===== config.mk =====
export PLATFORM = sky130hd
export DESIGN_NAME = cr16_writeback_flat
export DESIGN_NICKNAME = d
export VERILOG_FILES = /design/src/rtl/cr16_pkg.sv /design/src/rtl/cr16_writeback_if.sv /design/src/rtl/cr16_ld_tag_fifo.sv /design/src/rtl/cr16_writeback.sv /design/src/flat_wrapper.sv
export SDC_FILE = /design/constraint.sdc
export NUM_CORES = 1
export LEC_CHECK = 0
export ABC_AREA = 1
export BUFFER_PORTS_ARGS = -buffer_cell sky130_fd_sc_hd__buf_2
export CAP_MARGIN = 20
export CELL_PAD_IN_SITES_DETAIL_PLACEMENT = 1
export CELL_PAD_IN_SITES_GLOBAL_PLACEMENT = 2
export CORE_MARGIN = 1
export CORE_UTILIZATION = 26
export CTS_CLUSTER_SIZE = 14
export DETAILED_ROUTE_END_ITERATION = 8
export GPL_TIMING_DRIVEN = 0
export PLACE_DENSITY_LB_ADDON = 0.1
export SETUP_SLACK_MARGIN = 0.15
export SLEW_MARGIN = 30
export SYNTH_ARGS = -nofsm -noshare
export SYNTH_HDL_FRONTEND = slang
export SYNTH_SLANG_ARGS = --single-unit

===== constraint.sdc =====
create_clock -name I_CLK -period 2 [get_ports I_CLK]
set_input_delay 0.1 -clock I_CLK [delete_from_list [all_inputs] [get_ports I_CLK]]
set_output_delay 0.1 -clock I_CLK [all_outputs]
set_load 0.05 [all_outputs]

===== src/rtl/cr16_pkg.sv =====
// Shared types and helpers for the CR16 write-back stage.
package cr16_pkg;

    localparam int DATA_W    = 16;
    localparam int REG_COUNT = 16;

    typedef logic [3:0]           reg_addr_t;
    typedef logic [REG_COUNT-1:0] reg_onehot_t;
    typedef logic [DATA_W-1:0]    reg_data_t;

    // Which source owns the register-file write port this cycle.
    typedef enum logic [1:0] {
        SRC_NONE,
        SRC_MEM,
        SRC_SKID,
        SRC_ALU
    } wr_src_e;

    function automatic reg_onehot_t onehot_decode(input reg_addr_t addr);
        reg_onehot_t oh;
        oh       = '0;
        oh[addr] = 1'b1;
        return oh;
    endfunction

endpackage


===== src/rtl/cr16_writeback_if.sv =====
// Handshake bundle between the pipeline/memory side (master) and the write-back stage (slave).
interface cr16_writeback_if;

    logic                                     I_ALU_WR_EN;
    cr16_pkg::reg_addr_t                      I_ALU_WR_ADDR;
    cr16_pkg::reg_data_t                      I_ALU_WR_DATA;
    logic                                     I_LD_ISSUE;
    cr16_pkg::reg_addr_t                      I_LD_ADDR;
    logic                                     I_MEM_RD_VALID;
    cr16_pkg::reg_data_t                      I_MEM_RD_DATA;
    cr16_pkg::reg_data_t                      O_REG_BUS;
    cr16_pkg::reg_onehot_t                    O_REG_ENABLE;
    cr16_pkg::reg_onehot_t                    O_REG_BUSY;
    logic                                     O_ALU_STALL;
    logic                                     O_LD_FULL;
    logic                                     O_LD_OVERFLOW;
    logic                                     O_LD_UNDERFLOW;

    modport master (
        output I_ALU_WR_EN, I_ALU_WR_ADDR, I_ALU_WR_DATA,
        output I_LD_ISSUE, I_LD_ADDR, I_MEM_RD_VALID, I_MEM_RD_DATA,
        input  O_REG_BUS, O_REG_ENABLE, O_REG_BUSY, O_ALU_STALL,
        input  O_LD_FULL, O_LD_OVERFLOW, O_LD_UNDERFLOW
    );

    modport slave (
        input  I_ALU_WR_EN, I_ALU_WR_ADDR, I_ALU_WR_DATA,
        input  I_LD_ISSUE, I_LD_ADDR, I_MEM_RD_VALID, I_MEM_RD_DATA,
        output O_REG_BUS, O_REG_ENABLE, O_REG_BUSY, O_ALU_STALL,
        output O_LD_FULL, O_LD_OVERFLOW, O_LD_UNDERFLOW
    );

endinterface


===== src/rtl/cr16_ld_tag_fifo.sv =====
// In-order FIFO of destination tags for outstanding loads; exposes all live tags for the busy scoreboard.
module cr16_ld_tag_fifo
    import cr16_pkg::*;
#(
    parameter int LD_DEPTH = 4
) (
    input  logic                    clk,
    input  logic                    rst,
    input  logic                    push,
    input  logic                    pop,
    input  reg_addr_t               push_tag,
    output logic                    full,
    output logic                    empty,
    output reg_addr_t               head,
    output logic [LD_DEPTH*4-1:0]   tags_flat,
    output logic [LD_DEPTH-1:0]     tags_valid
);

    localparam int PTR_W = $clog2(LD_DEPTH);
    localparam int CNT_W = PTR_W + 1;

    reg_addr_t          tags_q [LD_DEPTH];
    reg_addr_t          tags_d [LD_DEPTH];
    logic [PTR_W-1:0]   wr_ptr_q, wr_ptr_d;
    logic [PTR_W-1:0]   rd_ptr_q, rd_ptr_d;
    logic [CNT_W-1:0]   count_q, count_d;

    // NOTE: every variable gets its default before any branch, so no path leaves it unassigned and no latch is inferred.
    always_comb begin
        tags_d   = tags_q;
        wr_ptr_d = wr_ptr_q;
        rd_ptr_d = rd_ptr_q;
        count_d  = count_q;
        if (push) begin
            tags_d[wr_ptr_q] = push_tag;
            wr_ptr_d         = wr_ptr_q + PTR_W'(1);
        end
        if (pop) begin
            rd_ptr_d = rd_ptr_q + PTR_W'(1);
        end
        case ({push, pop})
            2'b10:   count_d = count_q + CNT_W'(1);
            2'b01:   count_d = count_q - CNT_W'(1);
            default: count_d = count_q;
        endcase
    end

    // NOTE: non-blocking assignments for all state so every flop samples pre-edge values.
    always_ff @(posedge clk) begin
        if (rst) begin
            wr_ptr_q <= '0;
            rd_ptr_q <= '0;
            count_q  <= '0;
        end else begin
            wr_ptr_q <= wr_ptr_d;
            rd_ptr_q <= rd_ptr_d;
            count_q  <= count_d;
        end
    end

    // NOTE: tag storage is deliberately not reset; entries are only read when the count marks them valid.
    always_ff @(posedge clk) begin
        tags_q <= tags_d;
    end

    // Entry i is live when its distance from the read pointer is below the occupancy.
    always_comb begin
        for (int i = 0; i < LD_DEPTH; i++) begin
            logic [PTR_W-1:0] offset;
            offset             = PTR_W'(i) - rd_ptr_q;
            tags_valid[i]      = {1'b0, offset} < count_q;
            tags_flat[i*4 +: 4] = tags_q[i];
        end
    end

    assign full  = (count_q == CNT_W'(LD_DEPTH));
    assign empty = (count_q == '0);
    assign head  = tags_q[rd_ptr_q];

endmodule


===== src/rtl/cr16_writeback.sv =====
// CR16 write-back stage: arbitrates load returns, skid and ALU writes onto the register-file port.
// Optional feature macro: CR16_WB_ZERO_R0_EN (r0 hardwired to zero: no enable, never busy).
module cr16_writeback
    import cr16_pkg::*;
#(
    parameter int LD_DEPTH = 4
) (
    input  logic              I_CLK,
    input  logic              I_RESET,
    cr16_writeback_if.slave   wb
);

    logic                   fifo_full, fifo_empty;
    reg_addr_t              fifo_head;
    logic [LD_DEPTH*4-1:0]  fifo_tags;
    logic [LD_DEPTH-1:0]    fifo_valid;
    logic                   mem_pop, ld_push, alu_live;
    wr_src_e                wr_src;
    reg_addr_t              wr_addr;
    reg_data_t              wr_data;
    reg_onehot_t            busy;

    logic        skid_valid_q, skid_valid_d;
    reg_addr_t   skid_addr_q, skid_addr_d;
    reg_data_t   skid_data_q, skid_data_d;
    reg_data_t   reg_bus_q, reg_bus_d;
    reg_onehot_t reg_enable_q, reg_enable_d;
    logic        overflow_q, overflow_d;
    logic        underflow_q, underflow_d;

    assign mem_pop  = wb.I_MEM_RD_VALID && !fifo_empty;
    assign ld_push  = wb.I_LD_ISSUE && (!fifo_full || mem_pop);
    assign alu_live = wb.I_ALU_WR_EN && !skid_valid_q;

    cr16_ld_tag_fifo #(.LD_DEPTH(LD_DEPTH)) u_tag_fifo (
        .clk        (I_CLK),
        .rst        (I_RESET),
        .push       (ld_push),
        .pop        (mem_pop),
        .push_tag   (wb.I_LD_ADDR),
        .full       (fifo_full),
        .empty      (fifo_empty),
        .head       (fifo_head),
        .tags_flat  (fifo_tags),
        .tags_valid (fifo_valid)
    );

    always_comb begin
        wr_src       = SRC_NONE;
        wr_addr      = '0;
        wr_data      = '0;
        skid_valid_d = skid_valid_q;
        skid_addr_d  = skid_addr_q;
        skid_data_d  = skid_data_q;
        reg_bus_d    = reg_bus_q;
        reg_enable_d = '0;
        overflow_d   = overflow_q | (wb.I_LD_ISSUE && fifo_full && !mem_pop);
        underflow_d  = underflow_q | (wb.I_MEM_RD_VALID && fifo_empty);

        if (mem_pop) begin
            wr_src = SRC_MEM;
        end else if (skid_valid_q) begin
            wr_src = SRC_SKID;
        end else if (alu_live) begin
            wr_src = SRC_ALU;
        end

        // A live ALU write that loses to a load return is parked for the next free cycle.
        if (mem_pop && alu_live) begin
            skid_valid_d = 1'b1;
            skid_addr_d  = wb.I_ALU_WR_ADDR;
            skid_data_d  = wb.I_ALU_WR_DATA;
        end

        case (wr_src)
            SRC_MEM:  begin wr_addr = fifo_head;        wr_data = wb.I_MEM_RD_DATA; end
            SRC_SKID: begin wr_addr = skid_addr_q;      wr_data = skid_data_q;
                            skid_valid_d = 1'b0; end
            SRC_ALU:  begin wr_addr = wb.I_ALU_WR_ADDR; wr_data = wb.I_ALU_WR_DATA; end
            default:  ;
        endcase

        if (wr_src != SRC_NONE) begin
            reg_bus_d    = wr_data;
            reg_enable_d = onehot_decode(wr_addr);
`ifdef CR16_WB_ZERO_R0_EN
            reg_enable_d[0] = 1'b0;
`endif
        end
    end

    always_ff @(posedge I_CLK) begin
        if (I_RESET) begin
            skid_valid_q <= 1'b0;
            skid_addr_q  <= '0;
            skid_data_q  <= '0;
            reg_bus_q    <= '0;
            reg_enable_q <= '0;
            overflow_q   <= 1'b0;
            underflow_q  <= 1'b0;
        end else begin
            skid_valid_q <= skid_valid_d;
            skid_addr_q  <= skid_addr_d;
            skid_data_q  <= skid_data_d;
            reg_bus_q    <= reg_bus_d;
            reg_enable_q <= reg_enable_d;
            overflow_q   <= overflow_d;
            underflow_q  <= underflow_d;
        end
    end

    always_comb begin
        busy = '0;
        for (int i = 0; i < LD_DEPTH; i++) begin
            if (fifo_valid[i]) busy |= onehot_decode(fifo_tags[i*4 +: 4]);
        end
`ifdef CR16_WB_ZERO_R0_EN
        busy[0] = 1'b0;
`endif
    end

    assign wb.O_REG_BUS      = reg_bus_q;
    assign wb.O_REG_ENABLE   = reg_enable_q;
    assign wb.O_REG_BUSY     = busy;
    assign wb.O_ALU_STALL    = skid_valid_q;
    assign wb.O_LD_FULL      = fifo_full;
    assign wb.O_LD_OVERFLOW  = overflow_q;
    assign wb.O_LD_UNDERFLOW = underflow_q;

endmodule


===== src/flat_wrapper.sv =====
// flat-port wrapper written by rule: the top's interface ports become plain ports
module cr16_writeback_flat import cr16_pkg::*;
#(
    parameter int LD_DEPTH = 4
)
  (I_CLK, I_RESET, wb_I_ALU_WR_EN, wb_I_ALU_WR_ADDR, wb_I_ALU_WR_DATA, wb_I_LD_ISSUE, wb_I_LD_ADDR, wb_I_MEM_RD_VALID, wb_I_MEM_RD_DATA, wb_O_REG_BUS, wb_O_REG_ENABLE, wb_O_REG_BUSY, wb_O_ALU_STALL, wb_O_LD_FULL, wb_O_LD_OVERFLOW, wb_O_LD_UNDERFLOW);
  cr16_writeback_if wb_i ();
  input  logic I_CLK;
  input  logic I_RESET;
  input wire logic [$bits(wb_i.I_ALU_WR_EN)-1:0] wb_I_ALU_WR_EN;
  input wire logic [$bits(wb_i.I_ALU_WR_ADDR)-1:0] wb_I_ALU_WR_ADDR;
  input wire logic [$bits(wb_i.I_ALU_WR_DATA)-1:0] wb_I_ALU_WR_DATA;
  input wire logic [$bits(wb_i.I_LD_ISSUE)-1:0] wb_I_LD_ISSUE;
  input wire logic [$bits(wb_i.I_LD_ADDR)-1:0] wb_I_LD_ADDR;
  input wire logic [$bits(wb_i.I_MEM_RD_VALID)-1:0] wb_I_MEM_RD_VALID;
  input wire logic [$bits(wb_i.I_MEM_RD_DATA)-1:0] wb_I_MEM_RD_DATA;
  output wire logic [$bits(wb_i.O_REG_BUS)-1:0] wb_O_REG_BUS;
  output wire logic [$bits(wb_i.O_REG_ENABLE)-1:0] wb_O_REG_ENABLE;
  output wire logic [$bits(wb_i.O_REG_BUSY)-1:0] wb_O_REG_BUSY;
  output wire logic [$bits(wb_i.O_ALU_STALL)-1:0] wb_O_ALU_STALL;
  output wire logic [$bits(wb_i.O_LD_FULL)-1:0] wb_O_LD_FULL;
  output wire logic [$bits(wb_i.O_LD_OVERFLOW)-1:0] wb_O_LD_OVERFLOW;
  output wire logic [$bits(wb_i.O_LD_UNDERFLOW)-1:0] wb_O_LD_UNDERFLOW;
  assign wb_i.I_ALU_WR_EN = wb_I_ALU_WR_EN;
  assign wb_i.I_ALU_WR_ADDR = wb_I_ALU_WR_ADDR;
  assign wb_i.I_ALU_WR_DATA = wb_I_ALU_WR_DATA;
  assign wb_i.I_LD_ISSUE = wb_I_LD_ISSUE;
  assign wb_i.I_LD_ADDR = wb_I_LD_ADDR;
  assign wb_i.I_MEM_RD_VALID = wb_I_MEM_RD_VALID;
  assign wb_i.I_MEM_RD_DATA = wb_I_MEM_RD_DATA;
  assign wb_O_REG_BUS = wb_i.O_REG_BUS;
  assign wb_O_REG_ENABLE = wb_i.O_REG_ENABLE;
  assign wb_O_REG_BUSY = wb_i.O_REG_BUSY;
  assign wb_O_ALU_STALL = wb_i.O_ALU_STALL;
  assign wb_O_LD_FULL = wb_i.O_LD_FULL;
  assign wb_O_LD_OVERFLOW = wb_i.O_LD_OVERFLOW;
  assign wb_O_LD_UNDERFLOW = wb_i.O_LD_UNDERFLOW;
  cr16_writeback #(.LD_DEPTH(LD_DEPTH)) u_core (.I_CLK(I_CLK), .I_RESET(I_RESET), .wb(wb_i));
endmodule

==> metrics.md <==
| Metric | Value |
|---|---|
| Diode count | `0` |
| Clock Pin Slew Worst Setup and Hold Paths | `around 0.070 ns` |
| Cell with the largest stage delay on the worst path | `dfxtp_2` |
| Compound-cell area share of the yosys netlist | `0.106` |
| Largest family of logic cells by synthesized area | `simple AND/OR/NAND/NOR gates` |
| Ratio of routed vias to standard cells | `4.66` |
| Yosys top cell by area | `dfxtp_1` |
| Number of nets still failing antenna checks after routing | `0` |
| TNS Setup | `-4.28 ns` |
| Number of buffers added by the clock tree synthesis step | `9` |
| Clock period minus final worst setup slack | `around 2.3 ns` |
| Worst slew slack as a fraction of its limit | `0.571` |
| Net load switching power | `around 2.6 mW` |
| Design Power | `about 6.2 mW` |
| Post-synthesis share of cell area spent on full adders, half adders and majority gates | `0.0287` |
| Number of setup violations in the final report | `16` |
| Setup crit end kind | `output pin` |
| Maximum operating frequency | `0.428 GHz` |
| Simple-Gate Fraction of Synth Area | `0.372` |
| Input/output buffers | `95` |
| Final count of pins violating max slew | `0` |
| Cell-by-cell trace of the critical path | `buf_6 > buf_6 > nand2_2 > inv_2 > nor2_4 > inv_2 > ha_4 > a21oi_4 > nor2_4 > buf_12 > nor2_4 > nand3_2 > nand4_1 > buf_6` |
| Fraction of power consumed by the clock network | `0.267` |
| Worst ir drop on vdd | `roughly 480 uV` |
| Total half-perimeter wirelength after legalization and detailed placement | `about 11 mm` |
| Distinct cell type count after synthesis | `29` |
| Kind of critical path | `register to output pin` |
| DRC violations left | `0` |
| All-Layer GR Usage | `0.188` |
| Area growth from synthesis to layout | `37.0%` |
| Comb pwr share | `0.426` |
| Most common cell after layout, fill and taps aside | `nand2_1` |
| Fill count | `between 1500 and 2000` |
| Reg2reg start | `u_core.u_tag_fifo.count_q[0]` |
| Post-Synthesis Cells | `between 500 and 600` |
| Top library cells by usage in the layout, fill and taps aside | `nand2_1, buf_2, dfxtp_1` |
| Sequential element share of the synthesized area | `0.412` |
| Horiz. Die Dim | `approximately 130 um` |
| Clock H-tree levels | `3` |
| Placeable Area | `around 15000 um^2` |
| Violations in the final reports | `negative setup slack` |
| RSZ-0062 raised after global routing | `true` |
| Largest net degree at the start of global routing | `15` |
| Crit share post-route | `1.17` |
| Crit path DAT | `between 2 and 2.5 ns` |
| First-pass GRT wire length | `around 24 mm` |
| Final critical-path setup slack | `-0.338 ns` |
| Total iterations of the first detailed-routing run | `6` |
| Die Span Y | `between 100 and 150 um` |
| Global placement routability congestion | `0.797` |
| Number of placement rows | `45` |
| Max Root-Sink Buffers | `2` |
| Worst Tran Pin Value | `between 0.6 and 0.7 ns` |
| Mean routed wirelength per cell | `16.0 um` |
| Worst clock skew | `roughly 0.010 ns` |
| Share of total power in sequential cells | `0.306` |
| Pwr dens | `1080 nW/um^2` |
| Die area | `16600 um^2` |
| P_leak | `2.54 nW` |
| DP Area | `between 4000 and 5000 um^2` |
| Top area cells in the synthesized netlist | `dfxtp_1, nand2_1, edfxtp_1, nand3_1, nor2_1` |
| Kind of start point of the critical path | `register` |
| Total Routed Length | `14.9 mm` |
| Average size of a mapped cell | `a little over 7 um^2` |
| Fraction of synthesized area in multiplexers | `0` |
| Vias in the first global route | `between 4000 and 5000` |
| Final hold viol count | `0` |
| Worst hold path startpoint | `wb_I_MEM_RD_DATA[8]` |
| CTS root buf | `clkbuf_16` |
| Delay of the slowest cell on the worst path | `0.32 ns` |
| Proportion of total power due to net switching | `0.416` |
| DRC violation total after the first TritonRoute iteration | `approximately 150` |
| Total of flip-flops plus latches after synthesis | `78` |
| Clock latency on the worst-skew pair | `between 0.3 and 0.4 ns` |
| Share of Yosys cell area claimed by the top area cell type | `0.297` |
| Pre-CTS worst setup slack | `-0.406 ns` |
| Net count of the mapped netlist | `approximately 650` |
| Total congestion overflow after global routing | `0` |
| Xor and xnor area share after synthesis | `0` |
| Count of warnings emitted by yosys | `0` |
| Final #Nets | `roughly 770` |
| Top-Level Pins | `97` |
| Req. time, crit path | `around 1.9 ns` |
| Startpoint of the worst setup timing path | `u_core.u_tag_fifo.rd_ptr_q[0]` |
| Cell area after technology mapping | `around 4200 um^2` |
| Crit path max fanout | `5` |
| Internal Dissipation | `3.59 mW` |
| Final Instance Area | `roughly 5700 um^2` |
| TritonCTS clock tree | `built` |
| Layout cells sized above 1 | `0.300` |
| Run status | `finished with violations` |
| Number of maximum-capacitance constraint violations | `0` |
| Hold crit path type | `primary input to register` |
| Clk sink count | `slightly below 80` |
| Number of vias in the routed layout | `around 4400` |
| Initial core utilization | `0.271` |
| Initial antenna violation count | `0` |
[Yosys cell counts, drive strengths merged]
master	instances
nor2	73
nor3	6
nand2	191
buf	19
fa	1
edfxtp	16
nand3	64
o21ai	24
o211ai	8
inv	48
a31oi	8
dfxtp	62
o21a	1
ha	8
clkinv	1
clkbuf	6
nand4	17
a21oi	41
[stage by stage]
step	hold WS, ns	utilization	cells
after floorplan	0.199	-	594
after global placement	0.313	0.321	900
after detailed placement	0.319	0.321	900
after CTS	0.0146	0.361	924
after global routing	0.0269	0.371	935
final	0.0251	0.371	935
[worst paths after layout]
| check | end | slack (ns) | cells after the start |
|---|---|---|---|
| worst max-delay path | wb_O_REG_BUSY[15] | -0.34 | 14 |
| worst min-delay path | u_core.wb.O_REG_BUS[8] | 0.03 | 3 |
| worst max register to register | u_core.u_tag_fifo.count_q[2] | 0.24 | 11 |
| worst min register to register | u_core.skid_data_q[13] | 0.45 | 2 |
[worst max-delay path: cells and delay by family (launching register included)]
kind	cells	cell delay [ns]
adder cells (fa/ha/maj)	1	0.21
flip-flops	1	0.32
AO/OA/AOI/OAI	1	0.14
buffers and inverters	6	0.65
AND/OR/NAND/NOR	6	0.59
[power by group through the flow]
stage	sequential (mW)	clock, mW	combinational [mW]
floorplan	2.16	0	1.31
global placement	1.90	0	2.15
detailed placement	1.90	0	2.19
CTS	1.88	1.70	2.50
global route	1.91	1.77	2.86
finish	1.89	1.65	2.63
[logic make-up after synthesis]
family	after synthesis
DFF	78
buffers and inverters	74
adders and majority gates	9
AOI/OAI and AO/OA	82
and+or+nand+nor	351
[final cells by class]
type | count | area (um^2) | share of cell area
timing repair buffer | 114 | 741 | 0.129
buffer | 25 | 181 | 0.0317
tap | 211 | 264 | 0.0461
inverter | 49 | 194 | 0.0339
sequential | 78 | 1730 | 0.303
clock buffer | 11 | 264 | 0.0461
multi-input combinational | 442 | 2310 | 0.403
clock inverter | 5 | 38.8 | 0.00677
[what timing repair did]
action,4_1_cts,5_1_grt
gates cloned,0,0
hold endpoints to repair,16,0
setup buffers,4,11
pin swaps,8,16
hold buffers,4,0
gates resized for setup,68,24
endpoints found under the setup margin,18,19
[layer usage]
| layer | share of wire | GRT usage |
|---|---|---|
| met3 | 0.030 | 0.0249 |
| met4 | 0.011 | 0.0554 |
| met2 | 0.45 | 0.301 |
| met1 | 0.50 | 0.264 |
| met5 | 0 | 0 |
[flip-flops by register name, indices dropped and copies added, names as in the netlist]
name                         count
u_core.skid_addr_q               4
u_core.skid_data_q              16
u_core.u_tag_fifo.count_q        3
u_core.u_tag_fifo.rd_ptr_q       2
u_core.u_tag_fifo.tags_flat     16
u_core.u_tag_fifo.wr_ptr_q       2
u_core.wb.O_ALU_STALL            1
u_core.wb.O_LD_OVERFLOW          1
u_core.wb.O_LD_UNDERFLOW         1
u_core.wb.O_REG_BUS             16
u_core.wb.O_REG_ENABLE          16
No activity file was read; power rests on OpenSTA's default activity.
